**src/rtl/layer0_input_loader.sv**
```systemverilog
// Serial feature loader: packs FEAT_BITS-wide beats into a NUM_FEAT-slot vector for layer0.
// Assembly buffer and output register are decoupled so the next frame fills while a vector is held.
module layer0_input_loader #(
  parameter int NUM_FEAT  = 24,
  parameter int FEAT_BITS = 2
) (
  input  logic                          clk,
  input  logic                          rst,
  input  logic [FEAT_BITS-1:0]          s_data,
  input  logic                          s_valid,
  input  logic                          s_last,
  output logic                          s_ready,
  output logic [NUM_FEAT*FEAT_BITS-1:0] m_data,
  output logic                          m_valid,
  input  logic                          m_ready,
  output logic                          err_short,
  output logic                          err_long,
  output logic [7:0]                    err_count
);
  localparam int IDX_W = (NUM_FEAT > 1) ? $clog2(NUM_FEAT) : 1;
  localparam logic [IDX_W-1:0] LAST_IDX = IDX_W'(NUM_FEAT - 1);

  logic [IDX_W-1:0]                    r_idx;
  logic                                r_complete;
  logic                                r_live;
  logic [NUM_FEAT-1:0][FEAT_BITS-1:0]  r_buf;
  logic [NUM_FEAT*FEAT_BITS-1:0]       r_mdata;
  logic                                r_mvalid;
  logic                                r_err_short;
  logic                                r_err_long;
  logic [7:0]                          r_err_count;

  logic w_accept, w_at_end, w_done, w_short, w_long, w_xfer;

  // r_live holds s_ready low until the first edge after reset release
  assign s_ready  = r_live && !r_complete;
  assign w_accept = s_valid && s_ready;
  assign w_at_end = (r_idx == LAST_IDX);
  assign w_done   = w_accept && (s_last || w_at_end);
  assign w_short  = w_accept && s_last && !w_at_end;
  assign w_long   = w_accept && w_at_end && !s_last;
  assign w_xfer   = r_complete && (!r_mvalid || m_ready);

  assign m_data    = r_mdata;
  assign m_valid   = r_mvalid;
  assign err_short = r_err_short;
  assign err_long  = r_err_long;
  assign err_count = r_err_count;

  always_ff @(posedge clk or posedge rst) begin
    if (rst) begin
      r_idx       <= '0;
      r_complete  <= 1'b0;
      r_live      <= 1'b0;
      r_buf       <= '0;
      r_mdata     <= '0;
      r_mvalid    <= 1'b0;
      r_err_short <= 1'b0;
      r_err_long  <= 1'b0;
      r_err_count <= '0;
    end else begin
      r_live      <= 1'b1;
      r_err_short <= w_short;
      r_err_long  <= w_long;
      if ((w_short || w_long) && (r_err_count != 8'hFF))
        r_err_count <= r_err_count + 8'd1;

      // accept and transfer never coincide: accept needs !complete, transfer needs complete
      if (w_accept) begin
        r_buf[r_idx] <= s_data;
        r_idx        <= w_done ? '0 : r_idx + IDX_W'(1);
        if (w_done) r_complete <= 1'b1;
      end

      if (w_xfer) begin
        r_mdata    <= r_buf;
        r_mvalid   <= 1'b1;
        r_complete <= 1'b0;
        r_buf      <= '0;
      end else if (m_ready) begin
        r_mvalid   <= 1'b0;
      end
    end
  end
endmodule

```
**config.mk**
```make
export PLATFORM = sky130hd
export DESIGN_NAME = layer0_input_loader
export DESIGN_NICKNAME = d
export VERILOG_FILES = /design/src/rtl/layer0_input_loader.sv
export SDC_FILE = /design/constraint.sdc
export NUM_CORES = 1
export LEC_CHECK = 0
export CORE_ASPECT_RATIO = 1.25
export CORE_MARGIN = 2
export CORE_UTILIZATION = 35
export DETAILED_ROUTE_END_ITERATION = 7
export GPL_TIMING_DRIVEN = 0
export PLACE_DENSITY = 0.65
export SYNTH_ARGS = -nofsm -noshare
export SYNTH_HDL_FRONTEND = slang
export SYNTH_SLANG_ARGS = --single-unit
```
**constraint.sdc**
```tcl
create_clock -name clk -period 4.89 [get_ports clk]
set_input_delay 1.467 -clock clk [delete_from_list [all_inputs] [get_ports clk]]
set_output_delay 1.467 -clock clk [all_outputs]
set_load 0.02 [all_outputs]
```
# ---- After elaboration in Yosys (flattened, before gate mapping)
# Cells that the tools add are included.
dict set report word_totals {
  reg_bits 114
  in_bits 7
  output_inout_bits 60
  elab_cells 70
}
dict set report classes {
  addsub 2
  order_cmp 2
  eq_ne 2
  muxes 11
  n_reduce_logical 21
}
# op count
set ops {}
lappend ops {{48-bit two-way mux} 2}
lappend ops {{48-bit bitwise mux} 1}
lappend ops {{2-bit demux with 5-bit select} 1}
lappend ops {{1-bit logical AND} 10}
lappend ops {{8-bit by 1-bit adder with 8-bit output, second input constant} 1}
lappend ops {{8-bit != test, second input constant} 1}
lappend ops {{5-bit by 6-bit less-than comparator with 1-bit output, second input constant} 1}
lappend ops {{2-bit nonzero test} 3}
lappend ops {{5-bit by 1-bit adder with 5-bit output, second input constant} 1}
lappend ops {{5-bit equality test, second input constant} 1}
lappend ops {{5-bit by 1-bit >= comparator with 1-bit output, second input constant} 1}
lappend ops {{1-bit two-way mux} 5}
lappend ops {{5-bit two-way mux} 1}
lappend ops {{1-bit logical NOT} 4}
lappend ops {{1-bit logical OR} 3}
lappend ops {{2-bit two-way mux} 1}
lappend ops {{2-bit AND reduction} 1}

# ---- Depth between registers and ports, before layout
# Gate-level depths: netlist (run 1).
dict set report logic_depth {
  depth_word 7
  depth_mapped 7
  ltp_nobuf 6
}

# ---- Least setup slack after synthesis (run 1)
# No wires, ideal clock.
dict set report synth_path {
  kind {input to register}
  start {input port m_ready}
  end {register r_buf[11] (netlist bit)}
  setup_time_ns 0.136
  arrival_ns 2.413
  t_required_ns 4.754
  slack_ns 2.341
  stages 6
  path_cell_list {nand2b_1 > and2_1 > clkbuf_1 > buf_2 > clkbuf_1 > a21oi_1}
}
dict set report synth_via {
  elab_chain_len 3
  word_cells_on_any_way 4
}
# element line
set synth_rtl {}
lappend synth_rtl {{start: declaration} 15} ;# input logic m_ready,
lappend synth_rtl {{1-bit logical OR *} 42} ;# assign w_xfer = r_complete && (!r_mvalid || m_ready);
lappend synth_rtl {{1-bit logical AND *} 42}
lappend synth_rtl {{48-bit two-way mux or 2-bit nonzero test (tied branches)} n/a}
lappend synth_rtl {{end signal: indexed assignment} 70} ;# r_buf[r_idx] <= s_data;
lappend synth_rtl {{end: declaration} 26} ;# logic [NUM_FEAT-1:0][FEAT_BITS-1:0] r_buf;
# Mark *: on every way between the ends. The rest lies on a longest branch, timed or not.
# A chain may end at the register's enable or synchronous reset.

# ---- Worst setup path after layout (run 1)
dict set report layout_path {
  start {register r_live}
  end {output port s_ready}
}
dict set report layout_via {
  elab_chain_len 1
}
# element line
set layout_rtl {}
lappend layout_rtl {{start: declaration} 25} ;# logic r_live;
lappend layout_rtl {{start signal: assignment} 54} ;# r_live <= 1'b0;
lappend layout_rtl {{start signal: assignment} 62} ;# r_live <= 1'b1;
lappend layout_rtl {{1-bit logical AND} 36} ;# assign s_ready = r_live && !r_complete;
lappend layout_rtl {{end: declaration} 12} ;# output logic s_ready,
# Every way passes these cells.

==> results of run 1 <==
## per-stage QoR
stage	util	total power [mW]
final	0.467	3.08
after global routing	0.467	3.24
after global placement	0.420	1.80
after floorplan	-	1.55
after CTS	0.467	3.11
after detailed placement	0.423	1.82
## area by class of cell
type	instances	area [sq um]	area share
clock inverter	10	158	0.0246
clock buffer	22	454	0.0710
tap	175	219	0.0342
buffer	35	156	0.0244
inverter	4	17.5	0.00274
multi-input combinational	389	1850	0.289
timing repair buffer	67	688	0.108
sequential	114	2850	0.446
## per-layer routing
layer,vias to the layer above,global-route usage
met1,1927,0.201
li1,1943,-
met3,25,0.0398
met5,-,0
met4,0,0.0795
met2,84,0.298
## power groups by stage
stage	logic [mW]	registers [mW]	clock network (mW)
final	0.684	1.12	1.28
after global routing	0.758	1.14	1.34
after CTS	0.693	1.12	1.29
after detailed placement	0.684	1.14	0
after global placement	0.666	1.13	0
after floorplan	0.358	1.19	0
## registers in the layout, summed over array words and instances, names as in the netlist
register    cells
err_long        1
err_count       8
r_idx           5
r_complete      1
err_short       1
r_buf          48
r_live          1
m_valid         1
m_data         48
## kinds of logic after synthesis
| group | after synthesis | synth area share |
|---|---|---|
| AOI/OAI and AO/OA | 75 | 0.0780 |
| xor gates and xnor gates | 5 | 0.00898 |
| adders and majority gates | 5 | 0.0128 |
| buffers and inverters | 39 | 0.0352 |
| DFF | 114 | 0.585 |
| muxes | 3 | 0.00924 |
| other | 1 | 0.000769 |
| and+or+nand+nor | 300 | 0.270 |
## cells in the final DEF, fill, tap and decap left out, types with 4 or more instances in the layout
cell type        netlist  layout
nand2_1              216     216
dfrtp_1              114     114
clkdlybuf4s50_1        0      66
a21oi_1               51      51
nand3_1               36      36
clkbuf_1              19      23
o21ai_0               22      22
clkbuf_16              0      17
nor2_1                13      13
buf_2                 11      11
xor2_1                 5       5
and4b_1                5       5
ha_1                   5       5
and2_1                 4       4
nor3b_1                4       4
nand4b_1               4       4
nor3_1                 4       4
bufinv_16              0       4
## worst max-delay path by stage
stage                         to  startpoint  slack [ps]  depth (start not counted)
detailed placement     r_buf[16]     m_ready        1400                          7
finish                   s_ready      r_live        1530                          3
CTS                      s_ready      r_live        1500                          3
floorplan           err_count[0]         rst         410                          1
global placement    err_count[5]         rst       -1100                          2
global route             s_ready      r_live        1360                          3
## Yosys cell counts (2+ instances only)
cell type,instances
nor2_1,13
ha_1,5
dfrtp_1,114
a21oi_1,51
nand2_1,216
xor2_1,5
buf_2,11
nor4_1,2
nand4b_1,4
nand2b_1,3
inv_1,4
buf_1,3
nor3b_1,4
nand3b_1,3
clkbuf_1,19
o21ai_0,22
nor3_1,4
and2_1,4
nand3_1,36
mux2_1,2
and4b_1,5
## worst max-delay path, stage by stage, from the launching register on
cell and delay [ps]:
dfrtp_1 350, clkbuf_1 290, nor2b_1 210, clkdlybuf4s50_1 620
==> metrics.txt, run 1 <==
final hold violations 0; Cell Rows 48; Post-CTS Setup Inserts 0; DP HPWL 8.30 mm; htree depth 4; placed cell count 784; initial antenna violation count 0; top sig layer met4; RSZ-0062 raised after global routing false; Final WS setup 1530 ps; placement-stage worst setup slack 1400 ps; combinational power share 0.222; post-DR vias/cell 4.88; kind of critical path reg -> out; Routed Antenna Nets 0; drt initial violations 177; root buffer cell clkbuf_16; hold path start r_buf[7]; Gate Count Post-Synth 542; Fin Hold WS 467 ps; Seq pwr share 0.363; Hold WC Path Type reg -> reg; post-CTS sizing 0; CTS tree yes; vias in the first global route 4072; min Tclk post-route 3360 ps; endpoints failing setup 0; DIE HEIGHT 136 um; Sum Neg Setup Slack 0 ps; clk_skew 6.36 ps; GRT overflow 0; Worst-Margin Slew 767 ps; Reg-to-Reg End r_buf[12]; Routed WL per cell 14.4 um; Clk pin slew, worst setup/hold paths 50 ps; maxcap violations 0; CP arrival 1890 ps; worst-skew pair later-pin latency 420 ps; DRC viols 0; layout cells sized above 1 0.0733; run status completed; asr flop ratio synth 1.00; Setup crit end kind output pin; Finished Layout Cells 816; DP Area 0.00579 sq mm; crit-path max FO 10; Num CTS Buffers 17; Met2 Wirelength 6.24 mm; R2R depth 6; Met1 Routed Length 4.77 mm; sw power 938 uW; CTS Sinks 114; GP Congestion 0.872; total number of vias 3979; Synth top area share 0.585; Critical Path Start Type flop; area of the mapped netlist 0.00488 sq mm; Initial Util 0.356; synthesized area per cell 9.00 sq um; pin count of the biggest net entering global routing 63; P per Cell Area 482 mW/mm^2; Hold Path End m_data[7]; period utilization 0.687; DIE AREA 0.0149 sq mm; total track usage 0.172; Pins Over Slew Limit 0; flops & latches, synth 114; Internal Power 2.14 mW; Met3 Routed Length 442 um; area leader, netlist dfrtp_1; Max Fclk 298 MHz; Synth Flop Type dfrtp_1; switching portion of total power 0.305; Cells on Worst Hold Path 2; Core Area 0.0137 sq mm; drt total wl 11.7 mm; # IOs 67; Peak VDD IR 0.270 mV; flop-to-flop setup slack 2970 ps; final instance area 0.00640 sq mm; clock network power share 0.415; Inserted Diodes 0; fill cell count 1339; Post-synth EDFFs 0; launch point of the worst reg-to-reg path m_valid; TritonRoute pass-1 iters 5; first-pass GRT wire length 19.6 mm; library cells used by synthesis 33; Pleak 2.98 nW; Slew HR 0.489; port buffer count 66; yosys warns 0; Hold Buf Count CTS 0; Data required, critical path 3420 ps; largest cells by area after synthesis dfrtp_1, nand2_1, a21oi_1, nand3_1, o21ai_0; net count reported at finish 640; Seq/Total Area, Yosys 0.585; Die X 110 um; Bufs on Longest Clock Path 2; synthesis-to-layout area growth 31.2%; Syn Nets 554
Note: power is estimated with default switching activity, not from simulation.
==> run 2: changes to the inputs <==
--- a/config.mk
+++ b/config.mk
@@ -10,7 +10,7 @@
 export CORE_UTILIZATION = 35
 export DETAILED_ROUTE_END_ITERATION = 7
 export GPL_TIMING_DRIVEN = 0
-export PLACE_DENSITY = 0.65
+export PLACE_DENSITY = 0.67
 export SYNTH_ARGS = -nofsm -noshare
 export SYNTH_HDL_FRONTEND = slang
 export SYNTH_SLANG_ARGS = --single-unit
==> constraint.sdc (replaced) <==
create_clock -name clk -period 2.9 [get_ports clk]
set_input_delay 0.87 -clock clk [delete_from_list [all_inputs] [get_ports clk]]
set_output_delay 0.87 -clock clk [all_outputs]
set_load 0.02 [all_outputs]
==> metrics.txt, run 2 (same netlist as run 1, synthesis figures left out) <==
Pleak 3.01 nW (+0.91%); root buffer cell clkbuf_16; DP Area 0.00580 sq mm (+0.24%); port buffer count 66 (unchanged); Slew HR 0.415 (-0.0734); Data required, critical path 2030 ps (-1390 ps); DRC viols 0 (unchanged); total number of vias 4065 (+2.2%); fill cell count 1299 (-3.0%); total track usage 0.176 (+0.00348); layout cells sized above 1 0.0780 (+0.00468); Inserted Diodes 0 (unchanged); CP arrival 1880 ps (about the same); post-DR vias/cell 4.98 (+2.2%); Cells on Worst Hold Path 2 (unchanged); Internal Power 3.72 mW (+74%); clock network power share 0.427 (+0.012); endpoints failing setup 0 (unchanged); Post-CTS Setup Inserts 0 (unchanged); Seq pwr share 0.355 (-0.008); maxcap violations 0 (unchanged); crit-path max FO 10 (unchanged); Clk pin slew, worst setup/hold paths 60 ps (about the same); Die X 110 um (unchanged); Bufs on Longest Clock Path 2 (unchanged); run status completed; worst-skew pair later-pin latency 410 ps (about the same); vias in the first global route 4202 (+3.2%); Critical Path Start Type flop; # IOs 67 (unchanged); Cell Rows 48 (unchanged); post-CTS sizing 0 (unchanged); drt initial violations 202 (+14%); R2R depth 6 (unchanged); first-pass GRT wire length 20.3 mm (+3.5%); Setup crit end kind output pin; RSZ-0062 raised after global routing false; min Tclk post-route 2750 ps; drt total wl 11.9 mm (+1.0%); DIE AREA 0.0149 sq mm (unchanged); Pins Over Slew Limit 0 (unchanged); commonest non-fill, non-tap cell in the layout nand2_1; GP Congestion 0.843 (-3.3%); DIE HEIGHT 136 um (unchanged); CTS tree yes; period utilization 0.948; synthesis-to-layout area growth 32.1%; total power 5.33 mW (+73%); pin count of the biggest net entering global routing 41 (-35%); Initial Util 0.356 (unchanged); Hold WC Path Type reg -> reg; Final Util 0.470 (+0.00302); net count reported at finish 640 (unchanged); TritonRoute pass-1 iters 6 (+1); final instance area 0.00644 sq mm (+0.65%); CTS Sinks 114 (unchanged); GRT overflow 0 (unchanged); clk_skew 7.06 ps (+0.704 ps); final hold violations 0 (unchanged); Routed Antenna Nets 0 (unchanged); sw power 1.61 mW (+71%); Core Area 0.0137 sq mm (unchanged); P per Cell Area 828 mW/mm^2 (+72%); combinational power share 0.218 (-0.004); Routed WL per cell 14.5 um (+1.0%); most frequent cells in the layout nand2_1, dfrtp_1, clkdlybuf4s50_1; Num CTS Buffers 17 (unchanged); htree depth 4 (unchanged); Worst-Margin Slew 875 ps (+108 ps); Fin Hold WS 467 ps (+0.858 ps); initial antenna violation count 0 (unchanged); DP HPWL 8.36 mm (+0.81%); Max Fclk 364 MHz; switching portion of total power 0.301 (-0.00312); kind of critical path reg -> out; Hold Buf Count CTS 0 (unchanged); Peak VDD IR 0.421 mV (+56%)
==> run 2: area by class of cell <==
type | instances | area (sq um) | area share
sequential | 114 | 2850 | 0.443
multi-input combinational | 389 | 1850 | 0.288
timing repair buffer | 68 | 701 | 0.109
clock buffer | 21 | 460 | 0.0715
tap | 175 | 219 | 0.0340
clock inverter | 11 | 183 | 0.0284
buffer | 34 | 153 | 0.0237
inverter | 4 | 18.8 | 0.00291
==> run 2: path summary, 6_finish.rpt <==
| path | from | end | slack, ps |
|---|---|---|---|
| worst max-delay path | r_complete | s_ready | 150 |
| worst min-delay path | r_buf[26] | m_data[26] | 470 |
| worst max register to register | m_valid | r_buf[23] | 960 |
| worst min register to register | r_buf[26] | m_data[26] | 470 |
| max in group asynchronous | rst | m_data[20] | 1250 |
| min in group asynchronous | rst | m_data[33] | 990 |
==> run 2: power by group through the flow <==
stage               Combinational, mW  Sequential [mW]  Clock [mW]
floorplan                       0.605             2.00           0
global placement                 1.12             1.91           0
detailed placement               1.16             1.92           0
CTS                              1.17             1.89        2.30
global route                     1.28             1.92        2.39
finish                           1.16             1.89        2.27
==> run 2: critical path: stages (launching register included) <==
cell,delay [ps]
dfrtp_1,450
clkbuf_1,220
nor2b_1,180
clkdlybuf4s50_1,620
==> run 2: routing by layer <==
metal	part of all wire	track usage	wire length (um)	up-vias
li1	-	-	-	1945
met1	0.40	0.209	4790	1978
met2	0.52	0.295	6200	113
met3	0.045	0.0422	534	29
met4	0.028	0.0886	335	0
met5	0	0	0	-
==> run 2: per-stage QoR <==
step / setup TNS, ps / setup WS [ps] / cells
2_1_floorplan: 0 / 645 / 542
3_3_place_gp: -42370 / -381 / 783
3_5_place_dp: 0 / 0.963 / 785
4_1_cts: 0 / 107 / 817
5_1_grt: 0 / 33.9 / 816
6_report: 0 / 151 / 816
==> run 3: changes to the inputs <==
--- a/config.mk
+++ b/config.mk
@@ -8,6 +8,7 @@
 export CORE_ASPECT_RATIO = 1.25
 export CORE_MARGIN = 2
 export CORE_UTILIZATION = 35
+export CTS_CLUSTER_SIZE = 24
 export DETAILED_ROUTE_END_ITERATION = 7
 export GPL_TIMING_DRIVEN = 0
 export PLACE_DENSITY = 0.67
==> results of run 3 <==
Same layout as run 2: the final DEF is identical, and so are final timing and power.
==> patch (config.mk and constraints of run 3) <==
Change the parameter `NUM_FEAT` from 24 to 48.
--- a/src/rtl/layer0_input_loader.sv
+++ b/src/rtl/layer0_input_loader.sv
@@ -2,5 +2,5 @@
 // Assembly buffer and output register are decoupled so the next frame fills while a vector is held.
 module layer0_input_loader #(
-  parameter int NUM_FEAT  = 24,
+  parameter int NUM_FEAT  = 48,
   parameter int FEAT_BITS = 2
 ) (
Interface: changed (resized m_data); port bits go from 67 to 115. The function was not compared with the original's and may differ.
==> patch against run 3 <==
First-iteration DRC count grew 100%; clock skew grew 0.0074 ns; final cell count grew 55%; count of clock-buffer cells in the layout grew 9; sequential cell count grew 97; synthesized area grew 80%; setup slack gained 0.11 ns; routed wire length grew 91%; total power grew 35%; design area grew 72%; die area grew 77%; global-route usage shrank 0.43 points; sequential power grew 69%.
==> patch: results (changes against run 3) <==
STA
--------------------------------------------------------------------------------
Layout Skew .......................................................    0.0144 ns   was 0.00706 ns

LOGIC SYNTHESIS
--------------------------------------------------------------------------------
Netlist cell types ................................................           45   was 33
Leading cell types by total area after synthesis .................. sky130_fd_sc_hd__dfrtp_1 60%, sky130_fd_sc_hd__mux2_2 12%, sky130_fd_sc_hd__nand2_1 5.3%, sky130_fd_sc_hd__a21oi_1 5.0%, sky130_fd_sc_hd__o21ai_0 2.9%   was sky130_fd_sc_hd__dfrtp_1 59%, sky130_fd_sc_hd__nand2_1 17%, sky130_fd_sc_hd__a21oi_1 5.2%, sky130_fd_sc_hd__nand3_1 3.7%, sky130_fd_sc_hd__o21ai_0 2.3%
Share of the yosys chip area belonging to registers ...............        0.601   was 0.585
Post-synthesis net count ..........................................          793   was 554
Top cells by count, synth ......................................... 211 x sky130_fd_sc_hd__dfrtp_1, 124 x sky130_fd_sc_hd__nand2_1, 96 x sky130_fd_sc_hd__mux2_2   was 216 x sky130_fd_sc_hd__nand2_1, 114 x sky130_fd_sc_hd__dfrtp_1, 51 x sky130_fd_sc_hd__a21oi_1
Share of the synthesized area in the top cell type ................        0.601   was 0.585

WORST HOLD PATH
--------------------------------------------------------------------------------
Hold wc startpoint ................................................ err_count[5]   was r_buf[26]
Hold path depth ...................................................            1   was 2
Worst-case hold path end point .................................... err_count[5]   was m_data[26]

SETUP PATH
--------------------------------------------------------------------------------
Master of the slowest instance on the critical path ............... sky130_fd_sc_hd__buf_1   was sky130_fd_sc_hd__clkdlybuf4s50_1
Data arrival time of the critical path ............................      2.98 ns   was 1.88 ns
Worst r2r src .....................................................   r_complete   was m_valid
End of the worst register-to-register path ........................    r_buf[71]   was r_buf[23]

CLOCK NETWORK
--------------------------------------------------------------------------------
Clock insertion delay at the later pin of the skew report .........      0.50 ns   was 0.41 ns
Post-CTS resize count .............................................            0   unchanged
Clock Tree Buf Depth ..............................................            3   was 2
H-tree levels .....................................................            1   was 4
Clock buffers created by TritonCTS ................................           21   was 17

PLACE
--------------------------------------------------------------------------------
Sum of net half-perimeters after detailed placement ...............      16.0 mm   was 8.36 mm
Global placement routability congestion ...........................        0.818   was 0.843
Place WS ..........................................................    -0.412 ns   was 0.000963 ns
Count of input and output buffers .................................          112   was 66

GRT
--------------------------------------------------------------------------------
Total routing usage reported by global routing ....................        0.172   was 0.176
Number of global-route vias before repair .........................        6,651   was 4,202
First-pass GRT wire length ........................................      36.4 mm   was 20.3 mm
Number of antenna violations at the first check in global routing .            0   unchanged

FINISH
--------------------------------------------------------------------------------
Net total in the final layout .....................................          937   was 640
Share of cells above drive strength 1 .............................        0.182   was 0.0780

DETAILED ROUTING
--------------------------------------------------------------------------------
Via count .........................................................        6,431   was 4,065
Iter 0 DRT Violations .............................................          410   was 202
Routed wire length ................................................      22.6 mm   was 11.9 mm

POWER
--------------------------------------------------------------------------------
Static Leakage ....................................................      4.96 nW   was 3.01 nW
Worst vdd ir ......................................................     0.357 mV   was 0.421 mV

RUN STATUS
--------------------------------------------------------------------------------
Status ............................................................ finished, final reports clean   unchanged

==> patch: changes by cell type after synthesis, moves of 29 or more <==
cell	delta
sky130_fd_sc_hd__nand2_1	-92
sky130_fd_sc_hd__mux2_2	+96
sky130_fd_sc_hd__o21ai_0	+29
sky130_fd_sc_hd__a21oi_1	+37
sky130_fd_sc_hd__nor2_1	+33
sky130_fd_sc_hd__dfrtp_1	+97
==> patch: kinds of logic (layout without fill, tap and decap cells) <==
family,count (synthesis),after routing,share of synthesized area
AO/OA/AOI/OAI,143,143,0.0829
XOR/XNOR,8,8,0.0101
adder cells (fa/ha/maj),2,2,0.00285
buffers and inverters,62,215,0.0298
flip-flops,211,211,0.601
multiplexers,107,107,0.136
other,1,1,0.000427
AND/OR/NAND/NOR,250,250,0.137
==> patch: timing repair <==
| action | in CTS | in global routing |
|---|---|---|
| hold endpoints to repair | 0 | 0 |
| endpoints found under the setup margin | 0 | 6 |
| setup buffers | 0 | 3 |
| hold buffers | 0 | 0 |
==> patch: area by class of cell <==
cell class	instances	area [µm²]
Multi-Input combinational cell	511	3240
Clock inverter	2	13.8
Clock buffer	30	589
Sequential cell	211	5280
Timing Repair Buffer	121	1260
Fill cell	2323	13500
Inverter	1	7.51
Buffer	61	258
Tap cell	330	413
==> patch: where the power goes <==
part           internal (mW)  switching [mW]  leakage (nW)  total [mW]
clock                   1.40            1.08         0.296        2.48
sequential              3.09           0.111          2.93        3.20
combinational          0.552           0.958          1.73        1.51
total                   5.05            2.15          4.96        7.20
==> patch: per-stage QoR <==
step,hold slack [ns],TNS [ns],instances,utilization,area [µm²]
after floorplan,0.473,-150.27,784,-,8780
after detailed placement,0.491,-20.29,1232,0.425,10400
after global placement,0.479,-515.65,1226,0.420,10300
after global routing,0.513,0,1267,0.450,11100
after CTS,0.500,0,1264,0.449,11000
final,0.495,0,1267,0.450,11100
==> patch: per-layer routing <==
metal  up-vias  GRT usage  share of wire
met5         -          0              0
met4         0     0.0686          0.033
met3        53     0.0404          0.071
met2       202      0.289           0.49
met1      3208      0.214           0.40
li1       2968          -              -
==> patch: how the worst max path moves through the flow <==
| stage | from | to | slack [ns] | depth (start not counted) |
|---|---|---|---|---|
| 2_1_floorplan | rst | err_count[0] | -0.71 | 1 |
| 3_3_place_gp | rst | m_data[2] | -2.38 | 2 |
| 3_5_place_dp | s_valid | r_buf[61] | -0.41 | 7 |
| 4_1_cts | s_valid | r_buf[61] | 0.08 | 7 |
| 5_1_grt | m_ready | r_buf[61] | 0.13 | 8 |
| 6_report | m_ready | r_buf[61] | 0.26 | 8 |
